### config.mk
export PLATFORM = sky130hd
export DESIGN_NAME = mdu_iter_flat
export DESIGN_NICKNAME = d
export VERILOG_FILES = /design/src/rtl/mdu_iter_if.sv /design/src/rtl/mdu_iter.sv /design/src/flat_wrapper.sv
export SDC_FILE = /design/constraint.sdc
export NUM_CORES = 1
export LEC_CHECK = 0
export ABC_CLOCK_PERIOD_IN_PS = 3600
export BUFFER_PORTS_ARGS = -buffer_cell sky130_fd_sc_hd__buf_4
export CELL_PAD_IN_SITES_DETAIL_PLACEMENT = 1
export CELL_PAD_IN_SITES_GLOBAL_PLACEMENT = 2
export CORE_MARGIN = 2
export CORE_UTILIZATION = 23
export CTS_CLUSTER_SIZE = 14
export DETAILED_ROUTE_END_ITERATION = 6
export GPL_TIMING_DRIVEN = 0
export PLACE_DENSITY_LB_ADDON = 0.12
export SETUP_SLACK_MARGIN = 0.1
export SLEW_MARGIN = 20
export SYNTH_ARGS = -nofsm -noshare
export SYNTH_HDL_FRONTEND = slang
export SYNTH_SLANG_ARGS = --single-unit
### constraint.sdc
create_clock -name clk -period 3.6 [get_ports clk]
set_input_delay 0.36 -clock clk [delete_from_list [all_inputs] [get_ports clk]]
set_output_delay 0.36 -clock clk [all_outputs]
set_load 0.05 [all_outputs]
### src/rtl/mdu_iter_if.sv
// Request/result bundle between the pipeline controller and the iterative
// multiply/divide unit.
interface mdu_iter_if #(
  parameter int WIDTH = 32
);
  logic             start;
  logic [2:0]       op;
  logic [WIDTH-1:0] A;
  logic [WIDTH-1:0] B;
  logic             busy;
  logic             done;
  logic [WIDTH-1:0] hi;
  logic [WIDTH-1:0] lo;

  modport master (output start, op, A, B, input busy, done, hi, lo);
  modport slave  (input start, op, A, B, output busy, done, hi, lo);
endinterface

### src/rtl/mdu_iter.sv
// Iterative MULT/MULTU/DIV/DIVU unit owning the HI/LO pair; one bit per clock,
// fixed WIDTH+1 cycle latency, plus single-cycle MTHI/MTLO.
module mdu_iter #(
  parameter int WIDTH = 32
) (
  input logic        clk,
  input logic        rstn,
  mdu_iter_if.slave  bus
);
  localparam int CW = $clog2(WIDTH);

  typedef enum logic [1:0] {IDLE, CALC, FIX} state_t;

  state_t             state_q, state_d;
  logic [CW-1:0]      cnt_q, cnt_d;
  logic [2*WIDTH-1:0] acc_q, acc_d;
  logic [WIDTH-1:0]   opB_q, opB_d;
  logic [WIDTH-1:0]   origA_q, origA_d;
  logic [WIDTH-1:0]   hi_q, hi_d;
  logic [WIDTH-1:0]   lo_q, lo_d;
  logic               isDiv_q, isDiv_d;
  logic               neg_q, neg_d;
  logic               remNeg_q, remNeg_d;
  logic               divZero_q, divZero_d;
  logic               done_q, done_d;

  logic               signA, signB;
  logic [WIDTH-1:0]   magA, magB;
  logic [WIDTH:0]     mulSum;
  logic [WIDTH:0]     divFirst;
  logic               divGeq;
  logic [WIDTH-1:0]   divRem;
  logic [2*WIDTH-1:0] prodFix;
  logic [WIDTH-1:0]   quotFix, remFix;

  // acc holds {partial, multiplier} for MULT and {remainder, dividend/quotient} for DIV.
  always_comb begin
    signA    = ~bus.op[0] & bus.A[WIDTH-1];
    signB    = ~bus.op[0] & bus.B[WIDTH-1];
    magA     = signA ? -bus.A : bus.A;
    magB     = signB ? -bus.B : bus.B;
    mulSum   = {1'b0, acc_q[2*WIDTH-1:WIDTH]} + {1'b0, {WIDTH{acc_q[0]}} & opB_q};
    divFirst = acc_q[2*WIDTH-1:WIDTH-1];
    divGeq   = divFirst >= {1'b0, opB_q};
    divRem   = divFirst[WIDTH-1:0] - opB_q;
    prodFix  = neg_q ? -acc_q : acc_q;
    quotFix  = neg_q ? -acc_q[WIDTH-1:0] : acc_q[WIDTH-1:0];
    remFix   = remNeg_q ? -acc_q[2*WIDTH-1:WIDTH] : acc_q[2*WIDTH-1:WIDTH];
  end

  always_comb begin
    state_d   = state_q;
    cnt_d     = cnt_q;
    acc_d     = acc_q;
    opB_d     = opB_q;
    origA_d   = origA_q;
    hi_d      = hi_q;
    lo_d      = lo_q;
    isDiv_d   = isDiv_q;
    neg_d     = neg_q;
    remNeg_d  = remNeg_q;
    divZero_d = divZero_q;
    done_d    = 1'b0;
    case (state_q)
      IDLE: begin
        if (bus.start) begin
          if (!bus.op[2]) begin
            state_d   = CALC;
            cnt_d     = '0;
            acc_d     = {{WIDTH{1'b0}}, magA};
            opB_d     = magB;
            origA_d   = bus.A;
            isDiv_d   = bus.op[1];
            neg_d     = signA ^ signB;
            remNeg_d  = signA;
            divZero_d = bus.op[1] && (bus.B == '0);
          end else if (bus.op == 3'b100) begin
            hi_d = bus.A;
          end else if (bus.op == 3'b101) begin
            lo_d = bus.A;
          end
        end
      end
      CALC: begin
        if (isDiv_q) begin
          acc_d = divGeq ? {divRem, acc_q[WIDTH-2:0], 1'b1}
                         : {acc_q[2*WIDTH-2:0], 1'b0};
        end else begin
          acc_d = {mulSum, acc_q[WIDTH-1:1]};
        end
        cnt_d = cnt_q + 1'b1;
        if (cnt_q == CW'(WIDTH - 1)) begin
          state_d = FIX;
          cnt_d   = '0;
        end
      end
      FIX: begin
        state_d = IDLE;
        done_d  = 1'b1;
        if (!isDiv_q) begin
          {hi_d, lo_d} = prodFix;
        end else if (divZero_q) begin
          lo_d = {WIDTH{1'b1}};
          hi_d = origA_q;
        end else begin
          lo_d = quotFix;
          hi_d = remFix;
        end
      end
      default: state_d = IDLE;
    endcase
  end

  always_ff @(posedge clk or negedge rstn) begin
    if (!rstn) begin
      state_q   <= IDLE;
      cnt_q     <= '0;
      acc_q     <= '0;
      opB_q     <= '0;
      origA_q   <= '0;
      hi_q      <= '0;
      lo_q      <= '0;
      isDiv_q   <= 1'b0;
      neg_q     <= 1'b0;
      remNeg_q  <= 1'b0;
      divZero_q <= 1'b0;
      done_q    <= 1'b0;
    end else begin
      state_q   <= state_d;
      cnt_q     <= cnt_d;
      acc_q     <= acc_d;
      opB_q     <= opB_d;
      origA_q   <= origA_d;
      hi_q      <= hi_d;
      lo_q      <= lo_d;
      isDiv_q   <= isDiv_d;
      neg_q     <= neg_d;
      remNeg_q  <= remNeg_d;
      divZero_q <= divZero_d;
      done_q    <= done_d;
    end
  end

  assign bus.busy = (state_q != IDLE);
  assign bus.done = done_q;
  assign bus.hi   = hi_q;
  assign bus.lo   = lo_q;
endmodule

### src/flat_wrapper.sv
// flat-port wrapper written by rule: the top's interface ports become plain ports
module mdu_iter_flat 
#(
  parameter int WIDTH = 32
)
  (clk, rstn, bus_start, bus_op, bus_A, bus_B, bus_busy, bus_done, bus_hi, bus_lo);
  mdu_iter_if #(.WIDTH(WIDTH)) bus_i ();
  input logic clk;
  input logic rstn;
  input wire logic [$bits(bus_i.start)-1:0] bus_start;
  input wire logic [$bits(bus_i.op)-1:0] bus_op;
  input wire logic [$bits(bus_i.A)-1:0] bus_A;
  input wire logic [$bits(bus_i.B)-1:0] bus_B;
  output wire logic [$bits(bus_i.busy)-1:0] bus_busy;
  output wire logic [$bits(bus_i.done)-1:0] bus_done;
  output wire logic [$bits(bus_i.hi)-1:0] bus_hi;
  output wire logic [$bits(bus_i.lo)-1:0] bus_lo;
  assign bus_i.start = bus_start;
  assign bus_i.op = bus_op;
  assign bus_i.A = bus_A;
  assign bus_i.B = bus_B;
  assign bus_busy = bus_i.busy;
  assign bus_done = bus_i.done;
  assign bus_hi = bus_i.hi;
  assign bus_lo = bus_i.lo;
  mdu_iter #(.WIDTH(WIDTH)) u_core (.clk(clk), .rstn(rstn), .bus(bus_i));
endmodule
==> out/qor.yml, run 1 <==
run_status: "complete, but fails checks"
violations: "design-rule violations"
ant_nets: 0
grt_use_met3_pct: 1.93
dp_slack_ns: -1.33
multi_input_comb_area_um2: 10600
synth_edf_count: 0
path_class: "reg2reg"
post-place-cells: 3126
grt_overflow_total: 0
num_vias: 16000
finalSetupViolCount: 0
hpwl_um: 63100
crit_path_max_incr_delay_ns: 0.45
clockBufferDepth: 3
synth_flop_cell: "dfrtp_1"
synth_cells: 2054
dpl_cell_area_um2: 18500
grtUsageTotal_pct: 21.6
yosysWarnings: 0
cp-startpoint: "u_core.acc_q[0]"
hold_path.class: "in2reg"
layout_common_cells: "nand2_1, o21ai_0, dfrtp_1"
drive_above_1_share_pct: 12.6
clock-sinks: 204
grt.busiest_layer: "met2"
fp.dieArea_um2: 72800
antenna_found_initial: 0
n_fill_cell: 8373
final_cells: 3191
ys_async_sr_fraction_pct: 100
r2r_end: "u_core.acc_q[59]"
crit_end: "u_core.acc_q[59]"
dr.pass1.iters: 7
fin_crit_ns: 3.40
rsz0062_at_grt: "true"
finalWirelength_um: 80000
core.rowCount: 97
cp_max_fo: 10
path_clk_slew_ns: 0.06
core_area_um2: 70000
cellLeakagePower_nw: 8.22
p_per_area_nw_per_um2: 1180
syn-num-nets: 2196
synth_area_um2: 16300
wl_per_cell_um: 25.1
max_freq_ghz: 0.294
drt_iter0_drc: 742
numCtsBuffers: 30
setup_tns_ns: 0
start_kind: "register"
use_met2_pct: 39.5
crit_arrival_ns: 3.88
clk_latency_ns: 0.62
fin_area_um2: 19900
setup_ws_ns: 0.199
hold_viol: 0
final_nets: 2377
ff_latch_area_um2: 5110
viasPerCell: 5.01
grt_max_degree: 81
drcViolationCount: 1
die_y_um: 270
skew_ns: 0.0305
rrSetupSlack_ns: 0.20
drv_slew: 0
final_common_cell: "nand2_1"
htree_levels: 1
io_buffers: 128
grt_pass1_vias: 17100
synthToLayoutAreaGrowth_pct: 22.3
ios: 136
antennaDiodeCount: 0
ys_seq_area_share_pct: 31.4
worstSetupEndpointType: "register"
cts-root-buf: "clkbuf_16"
r2r-start: "u_core.acc_q[0]"
ys_ff_latch: 204
slew-limit-headroom_pct: 16.0
start_util_pct: 23.2
required_ns: 4.07
gp_congestion: 0.880
report.power.total_w: 0.0233
r2r_cells: 13
grt_pass1_wl_um: 118000
tightest_slew_ns: 1.26
crit_chain: "clkinvlp_4 -> buf_4 -> nor2_1 -> ha_1 -> a21o_1 -> a31o_2 -> a22o_1 -> a21oi_2 -> and3_1 -> nor2_1 -> o31ai_1 -> a21oi_1 -> a22o_1"
max_cap_viol_count: 0
grt_use_met1_pct: 27.3
irDropWorstVdd_mv: 0.396
synth.avg_cell_area_um2: 7.91
cts_tree: "done"
period_share_pct: 94.5
die_width_um: 270
slowest_stage: "dfrtp_2"
post_synth_num_cell_types: 76
-- worst min-delay path by stage --
stage,cells after the start,slack [ns],endpoint,start
floorplan,0,0.06,u_core.acc_q[0],rstn
global placement,2,0.46,u_core.origA_q[20],u_core.origA_q[20]
detailed placement,1,0.31,u_core.bus.lo[11],rstn
CTS,3,0.002,u_core.origA_q[20],bus_A[20]
global route,3,0.03,u_core.origA_q[20],bus_A[20]
finish,3,0.03,u_core.origA_q[11],bus_A[11]
-- sequential cells by signal (all words and copies together), names as in the netlist --
signal,flops
u_core.acc_q,64
u_core.bus.hi,32
u_core.bus.lo,32
u_core.opB_q,32
u_core.origA_q,32
u_core.cnt_q,5
u_core.state_q,2
u_core.bus.done,1
u_core.divZero_q,1
u_core.isDiv_q,1
u_core.neg_q,1
u_core.remNeg_q,1
-- layout make-up --
class | count | area share [%]
Multi-Input combinational cell | 1643 | 53.3
Sequential cell | 204 | 25.7
Timing Repair Buffer | 154 | 6.30
Tap cell | 940 | 5.92
Clock buffer | 46 | 4.53
Buffer | 143 | 2.95
Inverter | 59 | 1.13
Clock inverter | 2 | 0.176
-- routing by layer --
| metal | vias to the layer above | routed length, µm |
|---|---|---|
| li1 | 7643 | - |
| met1 | 7942 | 35500 |
| met2 | 297 | 40200 |
| met3 | 90 | 2200 |
| met4 | 0 | 2160 |
| met5 | - | 0 |
-- worst max-delay path, delay by kind of cell, from the launching register on --
| family | cells | cell delay (ns) |
|---|---|---|
| adder cells (fa/ha/maj) | 1 | 0.29 |
| AND/OR/NAND/NOR | 3 | 0.44 |
| buffers and inverters | 2 | 0.52 |
| AO/OA/AOI/OAI | 7 | 1.56 |
| flip-flops | 1 | 0.45 |
-- metrics by stage --
| stage | utilization, % | hold slack (ns) |
|---|---|---|
| 6_report | 28.4 | 0.0321 |
| 5_1_grt | 28.4 | 0.0327 |
| 4_1_cts | 28.1 | 0.00227 |
| 3_5_place_dp | 26.4 | 0.310 |
| 3_3_place_gp | 26.3 | 0.460 |
| 2_1_floorplan | - | 0.0644 |
-- synthesized netlist by cell type, drive strengths merged, types with 11 or more instances --
| library cell | count | area, µm² |
|---|---|---|
| nand2 | 349 | 1320 |
| o21ai | 265 | 1330 |
| dfrtp | 204 | 5100 |
| clkbuf | 126 | 474 |
| a21oi | 115 | 576 |
| xnor2 | 107 | 937 |
| nor2 | 103 | 394 |
| xor2 | 98 | 858 |
| ha | 70 | 876 |
| inv | 59 | 221 |
| mux2i | 59 | 591 |
| o22ai | 38 | 238 |
| o31ai | 36 | 275 |
| or3 | 31 | 209 |
| a21o | 30 | 225 |
| nand2b | 28 | 183 |
| nor3 | 28 | 145 |
| nand3 | 23 | 115 |
| buf | 22 | 97.6 |
| o211ai | 21 | 158 |
| and3 | 20 | 125 |
| a22oi | 18 | 135 |
| o221ai | 18 | 158 |
| nor4 | 16 | 113 |
| a31oi | 14 | 87.6 |
| nor2b | 14 | 87.6 |
| or2 | 13 | 86.3 |
| a211oi | 12 | 90.1 |
| o21a | 11 | 82.6 |
-- logic make-up after synthesis --
group	after synthesis	share of synthesized area, %
flops	204	31.4
simple gates	664	19.1
compound gates	639	24.0
buf+inv	207	4.88
fa+ha+maj	72	5.64
mux	63	3.91
xor+xnor	205	11.0
-- power by group --
| group | leakage [nW] | internal [W] | switching (W) | total [W] |
|---|---|---|---|---|
| Clock | 0.458 | 0.00169 | 0.00120 | 0.00290 |
| Combinational | 5.29 | 0.00568 | 0.0101 | 0.0158 |
| Sequential | 2.47 | 0.00346 | 0.00122 | 0.00468 |
-- repair_timing --
item | 4_1_cts | 5_1_grt
setup endpoints to repair | 59 | 32
resized for setup | 33 | 40
pin swaps | 1 | 2
endpoints found under the hold margin | 57 | 0
setup buffers | 12 | 5
cloned | 0 | 1
hold buffers | 4 | 0
Note: power is estimated with default switching activity, not from simulation.
==> inputs of run 2 (changes only) <==
--- a/config.mk
+++ b/config.mk
@@ -10,7 +10,8 @@
 export CELL_PAD_IN_SITES_DETAIL_PLACEMENT = 1
 export CELL_PAD_IN_SITES_GLOBAL_PLACEMENT = 2
 export CORE_MARGIN = 2
-export CORE_UTILIZATION = 23
+export CORE_UTILIZATION = 37
+export CTS_BUF_LIST = sky130_fd_sc_hd__clkbuf_2 sky130_fd_sc_hd__clkbuf_4 sky130_fd_sc_hd__clkbuf_8
 export CTS_CLUSTER_SIZE = 14
 export DETAILED_ROUTE_END_ITERATION = 6
 export GPL_TIMING_DRIVEN = 0
==> run 2 against run 1 <==
The run now ends clean. Clock-buffer cell count rose by 13. Worst hold slack improved by 0.0049 ns. Via count rose by 3.5%. Setup slack got worse by 0.035 ns. Clock skew rose by 0.00078 ns. Die area fell by 37%. Sequential power fell by 0.9%. Utilization rose by 16 points. Sequential share of layout area rose by 0.95 points.
==> out/qor.yml, run 2 (synthesis results as in run 1) <==
grt_overflow_total: 0
path_class: "reg2reg"
final_nets: 2383
clk_latency_ns: 0.63
slew-limit-headroom_pct: 22.9
fp.dieArea_um2: 45600
cellLeakagePower_nw: 8.14
rsz0062_at_grt: "false"
finalSetupViolCount: 0
hold_viol: 0
hpwl_um: 54800
clock-sinks: 204
start_kind: "register"
die_y_um: 214
period_share_pct: 95.4
synthToLayoutAreaGrowth_pct: 17.8
run_status: "finished clean"
drt_iter0_drc: 769
regMostFlops: "u_core.acc_q"
max_freq_ghz: 0.291
die_width_um: 214
grt_max_degree: 89
dpl_cell_area_um2: 18000
htree_levels: 2
grt_pass1_vias: 17300
core.rowCount: 76
multi_input_comb_area_um2: 10500
ios: 136
crit_arrival_ns: 3.94
dr.pass1.iters: 5
grtUsageTotal_pct: 31.1
fin_area_um2: 19100
num_vias: 16500
p_per_area_nw_per_um2: 1170
numCtsBuffers: 41
ant_nets: 0
cp_max_fo: 10
ff_latch_area_um2: 5110
gp_congestion: 0.904
irDropWorstVdd_mv: 0.434
final_common_cell: "nand2_1"
final_util_pct: 44.3
finalWirelength_um: 70800
cts_tree: "done"
drive_above_1_share_pct: 12.4
cts-root-buf: "clkbuf_8"
layout_common_cells: "nand2_1, o21ai_0, dfrtp_1"
largest_reg_flops: 64
worstSetupEndpointType: "register"
tightest_slew_ns: 1.16
max_cap_viol_count: 0
required_ns: 4.10
clockBufferDepth: 3
hold_path.class: "in2reg"
io_buffers: 128
post-place-cells: 2769
viasPerCell: 5.80
skew_ns: 0.0313
grt_pass1_wl_um: 106000
antenna_found_initial: 0
path_clk_slew_ns: 0.06
drcViolationCount: 0
n_fill_cell: 5339
final_cells: 2852
start_util_pct: 37.6
fin_crit_ns: 3.44
drv_slew: 0
wl_per_cell_um: 24.8
core_area_um2: 43200
-- run 2: changes by cell type in the layout (fill, tap and decap cells not counted), moves of 6 or more --
| cell | before | now |
|---|---|---|
| clkbuf_8 | 9 | 52 |
| clkbuf_16 | 31 | 0 |
| buf_4 | 149 | 140 |
| clkbuf_4 | 0 | 8 |
| clkinv_2 | 1 | 7 |
-- run 2: worst max-delay path, cell delays in order (launching register included) --
cell and delay, ns:
dfrtp_1 0.51, ha_1 0.41, nand2_1 0.14, a211o_1 0.35
a21o_1 0.23, a21oi_2 0.25, a31oi_1 0.13, o31ai_1 0.31
buf_4 0.24, buf_4 0.25, mux2i_1 0.23, a21oi_1 0.09
a21o_1 0.19
-- run 2: stage by stage --
stage	total power [W]	TNS, ns	hold slack (ns)	setup slack, ns
finish	0.0224	0	0.0370	0.164
global route	0.0240	0	0.0282	0.101
CTS	0.0222	0	0.00325	0.128
detailed placement	0.0194	-29.05	0.315	-1.21
global placement	0.0190	-24.25	0.460	-1.09
floorplan	0.0146	0	0.0644	0.401
-- run 2: cell type report --
cell class                 count  share of cell area [%]
buffer                       145                    3.06
timing repair buffer         147                    6.12
sequential                   204                    26.7
multi-input combinational   1643                    54.8
inverter                      59                    1.18
tap                          585                    3.82
clock buffer                  59                    4.01
antenna                        1                  0.0131
clock inverter                 9                   0.261
-- run 2: worst paths after layout --
| check | start | end | slack, ns | cells after the start |
|---|---|---|---|---|
| worst max-delay path | u_core.acc_q[35] | u_core.acc_q[35] | 0.16 | 12 |
| worst min-delay path | bus_A[11] | u_core.origA_q[11] | 0.04 | 3 |
| worst max register to register | u_core.acc_q[35] | u_core.acc_q[35] | 0.16 | 12 |
| worst min register to register | u_core.bus.lo[23] | u_core.bus.lo[23] | 0.47 | 2 |
| max in group asynchronous | rstn | u_core.acc_q[31] | 2.48 | 3 |
| min in group asynchronous | rstn | u_core.bus.lo[9] | 0.26 | 2 |
-- run 2: repair_timing --
action                                  in CTS  in global routing
hold endpoints to repair                    61                  0
resized for setup                           29                 19
pin swaps                                    1                  1
buffers inserted                             5                  4
hold buffers                                 8                  0
endpoints found under the setup margin      75                 34
-- run 2: power breakdown --
group          internal, W  switching [W]  leakage, nW
Combinational      0.00554        0.00973         5.23
Clock              0.00136        0.00116        0.434
Sequential         0.00346        0.00119         2.48
-- run 2: routing by layer --
layer	global-route usage [%]	wire length, µm
met5	0	0
met3	4.53	3060
met2	56.3	35600
met1	35.9	28900
met4	14.8	3260
